## src/rtl/coin_pkg.sv

```systemverilog
// Shared types and widths for the coin pulse conditioner and its debouncer.
package coin_pkg;

  typedef enum logic [1:0] {
    IDLE  = 2'd0,
    ALIGN = 2'd1,
    PULSE = 2'd2,
    GAP   = 2'd3
  } coin_state_t;

  localparam int FCNT_W         = 8;
  localparam int DEB_CYCLES_DEF = 48000;
  localparam int DEB_CNT_W_DEF  = $clog2(DEB_CYCLES_DEF + 1);

  function automatic int deb_cnt_w(input int cycles);
    return $clog2(cycles + 1);
  endfunction

endpackage

```

## src/rtl/coin_debounce.sv

```systemverilog
// Two-flop synchroniser plus stable-time debouncer for one raw button,
// exposing the debounced level and a one-cycle rising-edge request.
module coin_debounce
  import coin_pkg::*;
#(
  parameter int DEB_CYCLES = DEB_CYCLES_DEF
) (
  input  logic i_clk,
  input  logic i_rst,
  input  logic i_btn,
  output logic o_btn_db,
  output logic o_req
);

  localparam int CNT_W = deb_cnt_w(DEB_CYCLES);
  localparam logic [CNT_W-1:0] CNT_LAST = CNT_W'(DEB_CYCLES - 1);

  logic             r_sync1;
  logic             r_sync2;
  logic             r_btn_db;
  logic             r_btn_db_d;
  logic [CNT_W-1:0] r_deb_cnt;

  always_ff @(posedge i_clk or posedge i_rst) begin
    if (i_rst) begin
      r_sync1    <= 1'b0;
      r_sync2    <= 1'b0;
      r_btn_db   <= 1'b0;
      r_btn_db_d <= 1'b0;
      r_deb_cnt  <= '0;
    end else begin
      r_sync1    <= i_btn;
      r_sync2    <= r_sync1;
      r_btn_db_d <= r_btn_db;
      // The counter only advances while the synchronised level disagrees.
      if (r_sync2 == r_btn_db) begin
        r_deb_cnt <= '0;
      end else if (r_deb_cnt == CNT_LAST) begin
        r_btn_db  <= r_sync2;
        r_deb_cnt <= '0;
      end else begin
        r_deb_cnt <= r_deb_cnt + 1'b1;
      end
    end
  end

  assign o_btn_db = r_btn_db;
  assign o_req    = r_btn_db & ~r_btn_db_d;

endmodule

```

## src/rtl/coin_pulser.sv

```systemverilog
// Turns debounced coin presses into frame-aligned pulses of fixed frame
// length with a minimum frame gap, queueing presses up to QMAX.
module coin_pulser
  import coin_pkg::*;
#(
  parameter int DEB_CYCLES   = 48000,
  parameter int PULSE_FRAMES = 4,
  parameter int GAP_FRAMES   = 4,
  parameter int QMAX         = 7
) (
  input  logic                       clk,
  input  logic                       reset,
  input  logic                       btn_in,
  input  logic                       vblank,
  input  logic                       pause,
  output logic                       coin_out,
  output logic                       busy,
  output logic [$clog2(QMAX+1)-1:0]  pending
);

  localparam int PW = $clog2(QMAX + 1);
  localparam logic [PW-1:0]     P_MAX   = PW'(QMAX);
  localparam logic [FCNT_W-1:0] F_PULSE = FCNT_W'(PULSE_FRAMES);
  localparam logic [FCNT_W-1:0] F_GAP   = FCNT_W'(GAP_FRAMES);

  logic              w_btn_db;
  logic              w_req;
  logic              w_unused_btn_db;
  logic              w_tick;
  logic              w_consume;
  coin_state_t       w_state_nx;
  logic [FCNT_W-1:0] w_fcnt_nx;
  logic              w_coin_nx;
  logic [PW-1:0]     w_pending_nx;

  coin_state_t       r_state;
  logic [FCNT_W-1:0] r_fcnt;
  logic              r_coin;
  logic              r_busy;
  logic [PW-1:0]     r_pending;
  logic              r_vb_q;

  coin_debounce #(
    .DEB_CYCLES (DEB_CYCLES)
  ) u_deb (
    .i_clk    (clk),
    .i_rst    (reset),
    .i_btn    (btn_in),
    .o_btn_db (w_btn_db),
    .o_req    (w_req)
  );

  assign w_unused_btn_db = w_btn_db;
  assign w_tick          = vblank & ~r_vb_q & ~pause;

  always_comb begin
    w_state_nx = r_state;
    w_fcnt_nx  = r_fcnt;
    w_coin_nx  = r_coin;
    w_consume  = 1'b0;
    case (r_state)
      IDLE: begin
        if ((r_pending != '0) && !pause) w_state_nx = ALIGN;
      end
      ALIGN: begin
        if (w_tick) begin
          w_state_nx = PULSE;
          w_coin_nx  = 1'b1;
          w_fcnt_nx  = FCNT_W'(1);
          w_consume  = 1'b1;
        end
      end
      PULSE: begin
        if (w_tick) begin
          if (r_fcnt == F_PULSE) begin
            w_state_nx = GAP;
            w_coin_nx  = 1'b0;
            w_fcnt_nx  = FCNT_W'(1);
          end else begin
            w_fcnt_nx = r_fcnt + 1'b1;
          end
        end
      end
      GAP: begin
        if (w_tick) begin
          if (r_fcnt == F_GAP) w_state_nx = IDLE;
          else                 w_fcnt_nx  = r_fcnt + 1'b1;
        end
      end
      default: begin
        w_state_nx = IDLE;
        w_coin_nx  = 1'b0;
      end
    endcase
  end

  // A simultaneous request and consume cancel, even when the queue is full.
  always_comb begin
    w_pending_nx = r_pending;
    if (w_req && !w_consume) begin
      if (r_pending != P_MAX) w_pending_nx = r_pending + 1'b1;
    end else if (!w_req && w_consume) begin
      w_pending_nx = r_pending - 1'b1;
    end
  end

  always_ff @(posedge clk or posedge reset) begin
    if (reset) begin
      r_state   <= IDLE;
      r_fcnt    <= '0;
      r_coin    <= 1'b0;
      r_busy    <= 1'b0;
      r_pending <= '0;
      r_vb_q    <= 1'b0;
    end else begin
      r_state   <= w_state_nx;
      r_fcnt    <= w_fcnt_nx;
      r_coin    <= w_coin_nx;
      r_busy    <= (w_state_nx != IDLE);
      r_pending <= w_pending_nx;
      r_vb_q    <= vblank;
    end
  end

  assign coin_out = r_coin;
  assign busy     = r_busy;
  assign pending  = r_pending;

endmodule

```

## config.mk

```make
export PLATFORM = sky130hd
export DESIGN_NAME = coin_pulser
export DESIGN_NICKNAME = d
export VERILOG_FILES = /design/src/rtl/coin_pkg.sv /design/src/rtl/coin_debounce.sv /design/src/rtl/coin_pulser.sv
export SDC_FILE = /design/constraint.sdc
export NUM_CORES = 1
export LEC_CHECK = 0
export ABC_AREA = 1
export BUFFER_PORTS_ARGS = -buffer_cell sky130_fd_sc_hd__buf_4
export CAP_MARGIN = 10
export CELL_PAD_IN_SITES_DETAIL_PLACEMENT = 1
export CELL_PAD_IN_SITES_GLOBAL_PLACEMENT = 1
export CORE_UTILIZATION = 42
export CTS_BUF_LIST = sky130_fd_sc_hd__clkbuf_8
export DETAILED_ROUTE_END_ITERATION = 10
export GPL_ROUTABILITY_DRIVEN = 0
export MAX_ROUTING_LAYER = met4
export PLACE_DENSITY_LB_ADDON = 0.1
export SYNTH_ARGS = -nofsm -noshare
export SYNTH_HDL_FRONTEND = slang
export SYNTH_SLANG_ARGS = --single-unit
export TNS_END_PERCENT = 30
```

## constraint.sdc

```tcl
create_clock -name clk -period 1.8 [get_ports clk]
set_input_delay 0.27 -clock clk [delete_from_list [all_inputs] [get_ports clk]]
set_output_delay 0.27 -clock clk [all_outputs]
set_load 0.1 [all_outputs]
```

[After elaboration in Yosys (flattened, before gate mapping)]
Index checks and enable logic that the tools add are counted.
Storage, ports and cells
  register bits after elaboration: 36
  input port bits: 5
  output and inout bits: 5
  logic and storage cells: 75
Cells by class
  add/sub/neg operators: 4
  equal/unequal tests: 13
  muxes and demuxes: 24
  bitwise operators: 7
  reductions and logical operators: 16
Operators with widths (number)
  $mux W8: 5
  $mux W16: 2
  $pmux W8 S3: 1
  $add A16 B1 Y16 const B: 1
  $eq A16 B16 Y1 const B: 1
  $mux W2: 6
  $ne A2 B2 Y1 const B: 5
  $mux W3: 3
  $add A8 B1 Y8 const B: 1
  $eq A8 B3 Y1 const B: 1
  $pmux W2 S4: 1
  $reduce_bool A2 Y1: 3
  $reduce_bool A3 Y1: 2
  $mux W1: 5
  $reduce_and A5 Y1: 1
  $eq A2 B2 Y1 const B: 2
  $not A1 Y1: 4
  $reduce_and A2 Y1: 2
  $reduce_and A4 Y1: 1
  $add A3 B1 Y3 const B: 1
  $and A1 B1 Y1: 3
  $logic_and A1 B1 Y1: 3
  $logic_not A1 Y1: 3
  $ne A3 B3 Y1 const B: 1
  6 further kinds: 6

[Depth between registers and ports, before layout]
  word-level depth: 9
  gate-level depth with buffers: 9

[By module]
A second synthesis with hierarchy kept.
Second synthesis, totals
  cell total of the unflattened synthesis: 274
  area, all modules: 2144.6 um^2
By module, submodules not included
  coin_pulser: times used 1, cells each 148, area an instance 1082.3 um^2, seq. area each 400.4 um^2
  coin_debounce: times used 1, cells each 126, area an instance 1062.3 um^2, seq. area each 500.5 um^2

[Worst setup path after synthesis]
OpenSTA, ideal clock, no wires.
  path kind: reg2reg
  from: register r_pending[0], in the netlist pending[0]
  to: register r_pending[2], in the netlist pending[2]
  library setup time: 67 ps
  arrival: 1725 ps
  required time: 1733 ps
  setup slack: 8 ps
  cell stages (with the launch flop): 6
  path through: dfrtp_1 > fa_1 > nand3b_1 > nand3_1 > nand2_1 > nand2_1
Between the ends
  longest elaborated chain between the ends: 3
  elaborated cells on any way between the ends: 8
  classes of those cells: add/sub (2); eq/ne (2); mux (3); reduce/logical (1)
Ends and longest elaborated chain
  start, declared: line coin_pulser.sv:40  | logic [PW-1:0] r_pending;
  start signal, assigned: line coin_pulser.sv:120  | r_pending <= w_pending_nx;
  $sub A3 B1 Y3, or another cell as far along: line coin_pulser.sv:103  | w_pending_nx = r_pending - 1'b1;
  $mux W3, or another cell as far along: line coin_pulser.sv:102  | end else if (!w_req && w_consume) begin
  $mux W3 or $reduce_and A2 Y1 (tied branches)
Parallel ways exist; a longest one is shown, timed or not. The select of a mux whose other input is x is not followed.
A chain may end at the register's enable or synchronous reset.

[Worst setup path in the final report]
  from: register u_deb.r_btn_db, in the netlist u_deb.o_btn_db
  to: register r_pending[2], in the netlist pending[2]
Between the ends
  longest elaborated chain between the ends: 5
  elaborated cells on any way between the ends: 8
  classes of those cells: eq/ne (1); mux (1); bitwise (1); reduce/logical (5)
Ends and longest elaborated chain
  start, declared: line coin_debounce.sv:20  | logic r_btn_db;
  start signal, assigned: line coin_debounce.sv:39  | r_btn_db <= r_sync2;
  $and A1 B1 Y1 (*): line coin_debounce.sv:48  | assign o_req = r_btn_db & ~r_btn_db_d;
  $logic_not A1 Y1: line coin_pulser.sv:102
  $logic_and A1 B1 Y1: line coin_pulser.sv:102
  $reduce_bool A2 Y1 (no line)
  $reduce_and A2 Y1 (no line)
Every way passes the cells marked *; elsewhere a longest branch is shown, timed or not.

==> summary.md <==
| Metric | Value |
|---|---|
| Grt ovf | 0 |
| Synthesized area per cell | 7.86 sq um |
| DP HPWL | 3.54 mm |
| Pleak | 1.10 nW |
| Hold Fails Final Rpt | 0 |
| Endpoint class of the critical path | flop |
| Ranking of synthesized cells by area | dfrtp_1 44%, nand2_1 10%, inv_1 6.9% |
| Area Overhead vs Synth | 12.0% |
| Post-CTS setup buffer count | 0 |
| Hold WC Path Type | in2reg |
| Inst Count DP | 321 |
| Die area | 5110 sq um |
| Avg Vias per Cell | 5.16 |
| H-tree depth | 2 |
| Grt met1 use | 28.9% |
| CTS tree | done |
| Non-Filler Instances | 329 |
| Synth area leader | dfrtp_1 |
| Die height | 71.5 um |
| Die Wd | 71.5 um |
| Met3 usage | 4.36% |
| Buffers on Ports | 9 |
| Hold_buf cts | 0 |
| Number of diodes | 0 |
| Synth Warn # | 0 |
| Tmin final | 1.65 ns |
| Seq/Total Area, Yosys | 44.4% |
| Tot GR Track Use | 20.9% |
| Worst vdd rail ir drop | 0.409 mV |
| Final WS setup | 0.146 ns |
| CP max-delay cell | dfrtp_1 |
| Crit-path max cell delay | 0.38 ns |
| Area of the core | 4500 sq um |
| Worst EP arrival | 1.83 ns |
| Crit path cell chain | inv_1, nor2_1, nand2_1, fa_1, nand3b_1, nand4_1, nand2_1 |
| First-pass GRT wire length | 8.00 mm |
| Seq cells post-synth | 36 |
| Net Count, Synth | 267 |
| Final-report max-slew violation count | 0 |
| Count of maximum capacitance violations | 0 |
| DRC Markers | 0 |
| Layout cells sized above 1 | 14.1% |
| Total negative slack | 0 ns |
| CTS Sinks | 36 |
| Cell Area, Synth | 2030 sq um |
| Yosys top cell area share | 44.4% |
| CTS max path bufs | 2 |
| Pre-CTS WS | 0.157 ns |
| Pwr Density | 744 nW/um^2 |
| Largest net degree at the start of global routing | 37 |
| Post-synth ARST share | 100% |
| Cts bufs inserted | 5 |
| Initial antenna violation count | 0 |
| Cells after synthesis | 258 |
| Slew @ Worst Pin | 0.462 ns |
| Final setup fails | 0 |
| Status | complete, no violations |
| Most common cell in the netlist | nand2_1 |
| GRT Max-Usage Layer | met2 |
| Crit start category | flop |
| Reg clk slew, reported paths | 0.07 ns |
| WS Path Type | reg2reg |
| Relative slew slack | 69.2% |
| Most used cell, CP | nand2_1 |
| Number of global-route vias before repair | 1713 |
| Post-route ant nets | 0 |
| RSZ-0062 raised after global routing | no |
| Initial DRC count | 61 |
| Worst Skew | 0.00896 ns |
| Final period utilization | 91.9% |
| Top cells by count, synth | 56 x nand2_1, 37 x inv_1, 36 x dfrtp_1, 36 x nor2_1, 23 x nand3_1 |
| Worst-Skew Late Latency | 0.28 ns |
| Total routed wirelength | 4.62 mm |
| Critical path peak fanout | 4 |
| Fin nets | 285 |
| Synth Flop Type | dfrtp_1 |
| DRT Pass-1 Iters | 4 |
| Rows | 24 |
| Post-layout util | 50.4% |
| Via count | 1697 |
| Wire length per cell | 14.0 um |
| Initial core utilization | 45.0% |
| EDFF count, synth | 0 |
| Synth cell types | 28 |
| Critical Path RT | 1.97 ns |
| Root Buffer | clkbuf_8 |
| I/O pin count | 10 |
| F_max | 0.604 GHz |
| Met2 Use GR | 31.7% |
## kinds of logic (layout without fill, tap and decap cells)
family	count (synthesis)	count (layout)	synth area share, %
buffers and inverters	38	57	7.04
and+or+nand+nor	148	148	34.4
DFF	36	36	44.4
adders and majority gates	4	4	2.84
AOI/OAI and AO/OA	21	21	6.54
xor gates and xnor gates	11	11	4.75
## per-layer routing
| metal | share of wire [%] | vias up |
|---|---|---|
| li1 | - | 861 |
| met1 | 52 | 816 |
| met2 | 45 | 18 |
| met3 | 2.8 | 2 |
| met4 | 0.37 | 0 |
| met5 | 0 | - |
## where the power goes
group          internal (W)  total, W  switching [W]
combinational     0.0000808  0.000194       0.000113
sequential         0.000857  0.000914      0.0000574
clock              0.000301  0.000581       0.000280
## cell type report
type / instances / area (sq um)
Clock buffer: 6 / 82.6
Tap cell: 52 / 65.1
Fill cell: 572 / 2230
Inverter: 38 / 143
Timing Repair Buffer: 11 / 82.6
Multi-Input combinational cell: 184 / 988
Clock inverter: 2 / 7.51
Sequential cell: 36 / 901
## worst max-delay path, delay by kind of cell, from the launching register on
kind                       cells  cell delay, ns
adders and majority gates      1            0.38
buffers and inverters          1            0.07
DFF                            1            0.38
and+or+nand+nor                5            0.71
## state kept, by name, indices dropped and copies added, names as in the netlist
| signal | flops |
|---|---|
| u_deb.o_btn_db | 1 |
| u_deb.r_deb_cnt | 16 |
| r_fcnt | 8 |
| u_deb.r_sync2 | 1 |
| u_deb.r_btn_db_d | 1 |
| r_vb_q | 1 |
| pending | 3 |
| coin_out | 1 |
| busy | 1 |
| r_state | 2 |
| u_deb.r_sync1 | 1 |
## stage by stage
step | hold slack (ns) | instance area (sq um) | total power, W
global route | 0.0785 | 2270 | 0.00178
CTS | 0.0831 | 2260 | 0.00172
detailed placement | 0.343 | 2170 | 0.00113
finish | 0.0930 | 2270 | 0.00169
global placement | 0.334 | 2170 | 0.00112
floorplan | 0.301 | 2030 | 0.00107
## layout by cell type, fill, tap and decap left out, drive strengths merged, types with 4 or more instances in the layout
| master | n |
|---|---|
| dfrtp | 36 |
| nor3 | 10 |
| nand4 | 5 |
| clkbuf | 6 |
| buf | 11 |
| nor2 | 42 |
| inv | 40 |
| nand2 | 62 |
| o21ai | 10 |
| nand3 | 24 |
| a21oi | 4 |
| xor2 | 9 |
## path summary, 6_finish.rpt
kind / slack, ns / to / cells after the start / start
worst min register to register: 0.36 / u_deb.r_sync2 / 0 / u_deb.r_sync1
max in group asynchronous: 1.38 / r_fcnt[1] / 3 / reset
worst min-delay path: 0.09 / u_deb.r_sync1 / 1 / btn_in
worst max-delay path: 0.15 / pending[2] / 7 / u_deb.o_btn_db
worst max register to register: 0.15 / pending[2] / 7 / u_deb.o_btn_db
min in group asynchronous: 0.10 / u_deb.r_deb_cnt[14] / 3 / reset
## what timing repair did
action                     CTS  global route
gates resized for setup      0             1
hold endpoints to repair     0             0
setup endpoints to repair    0             1
Power figures use the tool's default switching activity.
